File: config.mk
export PLATFORM = sky130hd
export DESIGN_NAME = credit_vc_outport
export DESIGN_NICKNAME = d
export VERILOG_FILES = /design/src/rtl/credit_vc_outport.sv
export SDC_FILE = /design/constraint.sdc
export NUM_CORES = 1
export LEC_CHECK = 0
export ABC_AREA = 1
export CAP_MARGIN = 0
export CORE_ASPECT_RATIO = 2
export CORE_MARGIN = 3
export CORE_UTILIZATION = 39
export DETAILED_ROUTE_END_ITERATION = 10
export GPL_TIMING_DRIVEN = 0
export MAX_ROUTING_LAYER = met4
export PLACE_DENSITY = 0.72
export SLEW_MARGIN = 20
export SYNTH_ARGS = -nofsm -noshare
export SYNTH_HDL_FRONTEND = slang
export SYNTH_SLANG_ARGS = --single-unit
File: constraint.sdc
create_clock -name clk -period 12.82 [get_ports clk]
set_clock_uncertainty 0.05 [all_clocks]
set_input_delay 2.564 -clock clk [delete_from_list [all_inputs] [get_ports clk]]
set_output_delay 2.564 -clock clk [all_outputs]
set_load 0.01 [all_outputs]
File: src/rtl/credit_vc_outport.sv
// Router output port: per-VC credit counters, round-robin switch allocation and a packet lock
// per downstream VC, with wormhole or virtual-cut-through admission of head flits.
module credit_vc_outport #(
  parameter int unsigned no_inport                   = 7,
  parameter int unsigned floorplusone_log2_no_inport = 3,
  parameter int unsigned no_vc                       = 4,
  parameter int unsigned floorplusone_log2_no_vc     = 3,
  parameter int unsigned phit_size                   = 32,
  parameter int unsigned buf_size                    = 4,
  parameter int unsigned floorplusone_log2_buf_size  = 3,
  parameter int unsigned switching_method            = 3
) (
  input  logic                                         clk,
  input  logic                                         reset,
  input  logic [no_inport-1:0]                         req_vec,
  input  logic [no_inport*floorplusone_log2_no_vc-1:0] req_vc_vec,
  input  logic [no_inport-1:0]                         head_vec,
  input  logic [no_inport-1:0]                         tail_vec,
  input  logic [no_inport*phit_size-1:0]               indata_vec,
  output logic [no_inport-1:0]                         grant_vec,
  output logic [phit_size-1:0]                         outdata,
  output logic                                         outvalid,
  output logic [floorplusone_log2_no_vc-1:0]           outvc_no,
  input  logic                                         credit_in,
  input  logic [floorplusone_log2_no_vc-1:0]           credit_vc,
  output logic [no_vc-1:0]                             vc_busy_vec,
  output logic                                         credit_err,
  output logic                                         busy
);

  localparam int unsigned IW = floorplusone_log2_no_inport;
  localparam int unsigned VW = floorplusone_log2_no_vc;
  localparam int unsigned CW = floorplusone_log2_buf_size;
  localparam bit          Vct = (switching_method == 2);

  logic [CW-1:0]        credit_q [no_vc];
  logic [CW-1:0]        credit_d [no_vc];
  logic [no_vc-1:0]     lock_q, lock_d;
  logic [IW-1:0]        owner_q [no_vc];
  logic [IW-1:0]        owner_d [no_vc];
  logic [IW-1:0]        ptr_q, ptr_d;
  logic                 err_q, err_d;
  logic [phit_size-1:0] outdata_q;
  logic                 outvalid_q;
  logic [VW-1:0]        outvc_q;

  logic [VW-1:0]        req_vc [no_inport];
  logic [phit_size-1:0] in_data [no_inport];
  logic [no_inport-1:0] elig;
  logic                 gnt_found;
  logic [IW-1:0]        gnt_idx;
  logic [VW-1:0]        gnt_vc;

  // Eligibility: look up the requested VC's credit and lock state per inport.
  always_comb begin
    logic [CW-1:0] cred;
    logic          lk;
    logic [IW-1:0] own;
    elig = '0;
    for (int i = 0; i < no_inport; i++) begin
      req_vc[i]  = req_vc_vec[i*VW +: VW];
      in_data[i] = indata_vec[i*phit_size +: phit_size];
      cred = '0;
      lk   = 1'b0;
      own  = '0;
      for (int j = 0; j < no_vc; j++) begin
        if (req_vc[i] == VW'(j)) begin
          cred = credit_q[j];
          lk   = lock_q[j];
          own  = owner_q[j];
        end
      end
      if (req_vec[i] && (req_vc[i] < VW'(no_vc))) begin
        if (lk) begin
          elig[i] = (own == IW'(i)) && (cred != '0);
        end else begin
          elig[i] = head_vec[i] && (Vct ? (cred == CW'(buf_size)) : (cred != '0));
        end
      end
    end
  end

  // Round-robin search starting at ptr_q, wrapping modulo no_inport.
  always_comb begin
    int idx;
    gnt_found = 1'b0;
    gnt_idx   = '0;
    for (int k = 0; k < no_inport; k++) begin
      idx = int'(ptr_q) + k;
      if (idx >= int'(no_inport)) idx = idx - int'(no_inport);
      if (!gnt_found && elig[idx]) begin
        gnt_found = 1'b1;
        gnt_idx   = IW'(idx);
      end
    end
    grant_vec = '0;
    if (gnt_found) grant_vec[gnt_idx] = 1'b1;
    gnt_vc = req_vc[gnt_idx];
    ptr_d  = ptr_q;
    if (gnt_found) ptr_d = (gnt_idx == IW'(no_inport - 1)) ? '0 : gnt_idx + IW'(1);
  end

  always_comb begin
    logic dec, inc;
    err_d = err_q;
    for (int j = 0; j < no_vc; j++) begin
      credit_d[j] = credit_q[j];
      lock_d[j]   = lock_q[j];
      owner_d[j]  = owner_q[j];
      dec = gnt_found && (gnt_vc == VW'(j));
      inc = credit_in && (credit_vc == VW'(j));
      if (inc && !dec) begin
        if (credit_q[j] == CW'(buf_size)) err_d = 1'b1;
        else credit_d[j] = credit_q[j] + CW'(1);
      end else if (dec && !inc) begin
        credit_d[j] = credit_q[j] - CW'(1);
      end
      // Tail wins over head so a single-flit packet leaves the VC free.
      if (dec) begin
        if (tail_vec[gnt_idx]) begin
          lock_d[j] = 1'b0;
        end else if (head_vec[gnt_idx]) begin
          lock_d[j]  = 1'b1;
          owner_d[j] = gnt_idx;
        end
      end
    end
  end

  always_ff @(posedge clk) begin
    if (reset) begin
      for (int j = 0; j < no_vc; j++) begin
        credit_q[j] <= CW'(buf_size);
        owner_q[j]  <= '0;
      end
      lock_q     <= '0;
      ptr_q      <= '0;
      err_q      <= 1'b0;
      outdata_q  <= '0;
      outvalid_q <= 1'b0;
      outvc_q    <= '0;
    end else begin
      for (int j = 0; j < no_vc; j++) begin
        credit_q[j] <= credit_d[j];
        owner_q[j]  <= owner_d[j];
      end
      lock_q     <= lock_d;
      ptr_q      <= ptr_d;
      err_q      <= err_d;
      outvalid_q <= gnt_found;
      if (gnt_found) begin
        outdata_q <= in_data[gnt_idx];
        outvc_q   <= gnt_vc;
      end
    end
  end

  always_comb begin
    busy = |lock_q;
    for (int j = 0; j < no_vc; j++) begin
      if (credit_q[j] != CW'(buf_size)) busy = 1'b1;
    end
  end

  assign outdata     = outdata_q;
  assign outvalid    = outvalid_q;
  assign outvc_no    = outvc_q;
  assign vc_busy_vec = lock_q;
  assign credit_err  = err_q;

endmodule

==> flow_summary.yaml, run 1 <==
grt:
  antenna_found_initial: 0
  first_global_vias: 10400
  grt_util_met1_pct: 37.0
  gr-total-overflow: 0
  grtUsageMet3_pct: 6.45
  grt_pass1_wl_um: 57100
  top_usage_layer: "met2"
  grt_max_degree: 14
  grt_use_met2_pct: 66.1
  groute.usage.overall_pct: 37.8
setup_path:
  timing.rr.end: "outdata[17]"
  reg2reg_depth: 24
  r2r_start: "ptr_q[1]"
  r2r_setup_slack_ns: 7.52
  critPathRequiredTime_ns: 10.21
  critPathArrivalTime_ns: 7.54
  cp-end-kind: "output port"
  crit_end: "grant_vec[4]"
  cp-startpoint: "req_vc_vec[12]"
  worstSetupPathType: "primary input to output port"
  cp_max_fo: 10
  critPathLaunchType: "primary input"
routing:
  viasPerCell: 5.70
  vias: 10400
  wl_per_cell_um: 21.3
  ant_nets: 0
  first_iter_violations: 579
  drt-total-wl_um: 38900
  firstDrtPassIters: 5
  post-route-drc-count: 0
final_layout:
  fillerInstances: 1814
  final_common_cell: "clkdlybuf4s50_1"
  antenna_cells: 0
  final-seq-area_um2: 1360
  multi_input_area_um2: 5250
  drive_gt1_share_pct: 7.03
  fin_nets: 1893
  mostFrequentLayoutCells: "clkdlybuf4s50_1, nand2_1, nor2_1, nand3_1"
  layout-area-overhead-vs-synth_pct: 51.6
floorplan:
  die_w_um: 103
  die_area_um2: 20700
  start_util_pct: 40.0
  core_um2: 18400
  ios: 321
  row_count: 70
  die_h_um: 200
sta:
  fmax_mhz: 98.5
  worstMarginPinSlew_ns: 0.884
  rsz0062_at_grt: "false"
  fin_tns_setup_ns: 0
  final_max_slew_viol_count: 0
  layout_min_cycle_time_ns: 10.15
  slew_headroom_pct: 40.5
  finalHoldViolCount: 0
  fin_crit_sh_pct: 79.2
  setup_viol: 0
yosys:
  postSynthCellCount: 1272
  syn-num-nets: 1562
  ys_async_sr_fraction_pct: 0
  ys_seq_area_share_pct: 18.5
  yosysWarnings: 0
  synthFlopType: "dfxtp_1"
  synth_edf_count: 0
  ys_types: 50
  avgSynthCellArea_um2: 5.79
  netlist_area_um2: 7360
  synth_seq_cells: 68
cts:
  cts_root_buf: "clkbuf_16"
  tritoncts: "built"
  htreeDepth: 3
  cts_sinks: 68
  clock_path_buffers: 2
  cts_buffers: 9
  cts_resized: 0
  cts_hold_buf: 0
  insertion_delay_ns: 0.36
  cts.clk_slew.worst_paths_ns: 0.06
  cts_setup_buffers: 0
outcome:
  status: "completed"
place:
  dp_hpwl_um: 32200
  place_congestion: 1.04
  io_buffers: 320
job:
  maxCapViolCount: 0
min_path:
  hp-class: "flop to flop"
## registers in the layout, summed over array words and instances, names as in the netlist
name,cells
outdata,32
owner_q,12
ptr_q,3
credit_q,12
vc_busy_vec,4
outvc_no,3
outvalid,1
credit_err,1
## critical path, cell delays in order
cell and delay [ns]:
clkdlybuf4s50_1 0.59, nand2_1 0.12, nor2_1 0.47, a21oi_1 0.32
nand3_1 0.18, nand3_1 0.11, nand3_1 0.09, nand2_1 0.11
nor2_2 0.26, nand3_1 0.10, o21ai_0 0.10, nand3_1 0.20
o22ai_2 0.35, buf_2 0.41, nand2_1 0.34, clkbuf_1 0.41
nor2_1 0.22, clkdlybuf4s50_1 0.57
## synth_stat cells (19+ instances only)
master | count | share of area, %
a22o_1 | 25 | 3.0
o21ai_1 | 24 | 1.6
dfxtp_1 | 68 | 18
nand3_1 | 129 | 8.8
inv_2 | 19 | 0.97
nand2_2 | 20 | 1.7
nand2_1 | 302 | 15
o311ai_0 | 20 | 2.4
o211ai_1 | 35 | 3.6
a21oi_1 | 65 | 4.4
inv_1 | 109 | 5.6
buf_2 | 21 | 1.4
nor2_1 | 160 | 8.2
clkbuf_1 | 30 | 1.5
o21ai_0 | 109 | 7.4
## worst min path at each step
| stage | from | endpoint | slack [ns] | cells after the start |
|---|---|---|---|---|
| 4_1_cts | outvc_no[2] | outvc_no[2] | 0.39 | 2 |
| 3_5_place_dp | outvc_no[2] | outvc_no[2] | 0.38 | 2 |
| 6_report | outvc_no[2] | outvc_no[2] | 0.40 | 2 |
| 2_1_floorplan | credit_q[1][2] | credit_q[1][2] | 0.38 | 2 |
| 5_1_grt | outvc_no[2] | outvc_no[2] | 0.42 | 2 |
| 3_3_place_gp | outvc_no[2] | outvc_no[2] | 0.38 | 2 |
## kinds of logic (layout without fill, tap and decap cells)
logic type / after synthesis / count (layout) / share of synthesized area, %
buffers and inverters: 188 / 524 / 10.2
AOI/OAI and AO/OA: 316 / 316 / 26.4
and+or+nand+nor: 675 / 675 / 40.0
adders and majority gates: 18 / 18 / 3.57
DFF: 68 / 68 / 18.5
xor gates and xnor gates: 7 / 7 / 1.24
## stage by stage
step	hold WS (ns)	cells	instance area [um^2]	setup slack (ns)	utilization, %
2_1_floorplan	0.378	1272	7360	5.14	-
3_3_place_gp	0.375	1808	10800	2.94	58.9
3_5_place_dp	0.383	1808	10800	2.88	58.9
4_1_cts	0.394	1824	11200	2.87	60.7
5_1_grt	0.424	1824	11200	2.49	60.7
6_report	0.396	1824	11200	2.67	60.7
## final cells by class
| class | instances | share of cell area [%] |
|---|---|---|
| buffer | 56 | 2.32 |
| multi-input combinational | 1016 | 47.0 |
| clock buffer | 9 | 2.02 |
| sequential | 68 | 12.2 |
| tap | 216 | 2.42 |
| timing repair buffer | 320 | 28.7 |
| inverter | 132 | 4.44 |
| clock inverter | 7 | 0.897 |
## per-layer routing
layer  vias to the layer above  share of wire [%]
met2                       556                 52
met5                         -                  0
met1                      4720                 34
met3                       139                6.7
li1                       4981                  -
met4                         0                7.8
Power of run 1 is not shown: default switching activity piles up to over one toggle a cycle in this logic, so the estimate is an artifact.
==> inputs of run 2 (changes only) <==
Settings changed: PLACE_DENSITY 0.72 to 0.75.
Clock period 12.82 ns to 8.54 ns, I/O delays scaled along.
==> flow_summary.yaml, run 2 (same netlist as run 1, synthesis figures left out) <==
routing:
  wl_per_cell_um: 20.9
  drt-total-wl_um: 38200
  vias: 10400
  viasPerCell: 5.67
  post-route-drc-count: 0
  firstDrtPassIters: 8
  first_iter_violations: 680
  ant_nets: 0
sta:
  fin_crit_sh_pct: 95.4
  finalHoldViolCount: 0
  fin_tns_setup_ns: 0
  setup_viol: 0
  worstMarginPinSlew_ns: 0.879
  fmax_mhz: 123
  layout_min_cycle_time_ns: 8.15
  final_max_slew_viol_count: 0
  slew_headroom_pct: 40.9
  rsz0062_at_grt: "false"
cts:
  cts.clk_slew.worst_paths_ns: 0.05
  cts_resized: 0
  insertion_delay_ns: 0.35
  clock_path_buffers: 2
  cts_hold_buf: 0
  cts_buffers: 9
  tritoncts: "built"
  htreeDepth: 3
  cts_setup_buffers: 0
  cts_sinks: 68
  cts_root_buf: "clkbuf_16"
final_layout:
  mostFrequentLayoutCells: "clkdlybuf4s50_1, nand2_1, nor2_1, nand3_1"
  layout-area-overhead-vs-synth_pct: 51.2
  fillerInstances: 1831
  largest_register_ffs: 32
  final_common_cell: "clkdlybuf4s50_1"
  multi_input_area_um2: 5250
  final-seq-area_um2: 1360
  fin_nets: 1893
  drive_gt1_share_pct: 6.90
setup_path:
  cp-end-kind: "output port"
  worstSetupPathType: "primary input to output port"
  critPathRequiredTime_ns: 6.78
  critPathArrivalTime_ns: 6.39
  cp_max_fo: 10
  critPathLaunchType: "primary input"
floorplan:
  row_count: 70
  die_h_um: 200
  die_w_um: 103
  start_util_pct: 40.0
  core_um2: 18400
  ios: 321
  die_area_um2: 20700
grt:
  antenna_found_initial: 3
  gr-total-overflow: 0
  first_global_vias: 10400
  grt_max_degree: 12
  groute.usage.overall_pct: 37.0
  grt_pass1_wl_um: 56000
job:
  maxCapViolCount: 0
place:
  place_congestion: 1.09
  dp_hpwl_um: 31900
  io_buffers: 320
min_path:
  hp-class: "flop to flop"
outcome:
  status: "completed"
==> run 2: critical path: stages <==
cell             delay [ns]
clkdlybuf4s50_1        0.56
nor2_1                 0.23
nand3_1                0.12
nand3_1                0.10
nand2_1                0.05
inv_1                  0.05
nand3_1                0.09
nand2_1                0.20
nand2_1                0.19
o21ai_1                0.16
nand2_1                0.10
o21ai_2                0.24
nor2_4                 0.12
nand3_1                0.09
nand3_1                0.19
o22ai_2                0.32
buf_2                  0.37
nand2_1                0.35
clkbuf_1               0.39
nor2_1                 0.18
clkdlybuf4s50_1        0.56
==> run 2: worst paths after layout <==
check / from / endpoint / slack [ns] / cells past startpoint
worst max-delay path: req_vc_vec[18] / grant_vec[4] / 0.39 / 21
worst min-delay path: outvc_no[2] / outvc_no[2] / 0.40 / 2
worst max register to register: ptr_q[1] / credit_q[1][2] / 3.29 / 30
worst min register to register: outvc_no[2] / outvc_no[2] / 0.40 / 2
==> run 2: layout make-up <==
| class | instances | share of cell area [%] |
|---|---|---|
| clock inverter | 5 | 0.472 |
| sequential | 68 | 12.2 |
| timing repair buffer | 320 | 28.8 |
| clock buffer | 11 | 2.09 |
| multi-input combinational | 1016 | 47.1 |
| tap | 216 | 2.43 |
| inverter | 132 | 4.45 |
| antenna | 4 | 0.0899 |
| buffer | 56 | 2.33 |
==> run 2: stage by stage <==
stage	area [um^2]	std cells	hold slack (ns)	setup slack, ns	util (%)
after floorplan	7360	1272	0.378	2.58	-
after global placement	10800	1808	0.379	0.461	58.9
after detailed placement	10800	1808	0.392	0.492	58.9
after CTS	11100	1824	0.403	0.480	60.5
after global routing	11100	1827	0.424	0.0378	60.5
final	11100	1828	0.397	0.389	60.5
==> run 2: metal layers <==
metal	up-vias	share of wire [%]	GRT usage, %
met1	4655	33	36.0
met4	0	8.6	26.6
met2	582	51	63.8
met3	138	7.4	6.03
met5	-	0	-
li1	4988	-	-
Power of run 2 is left out for the same reason.
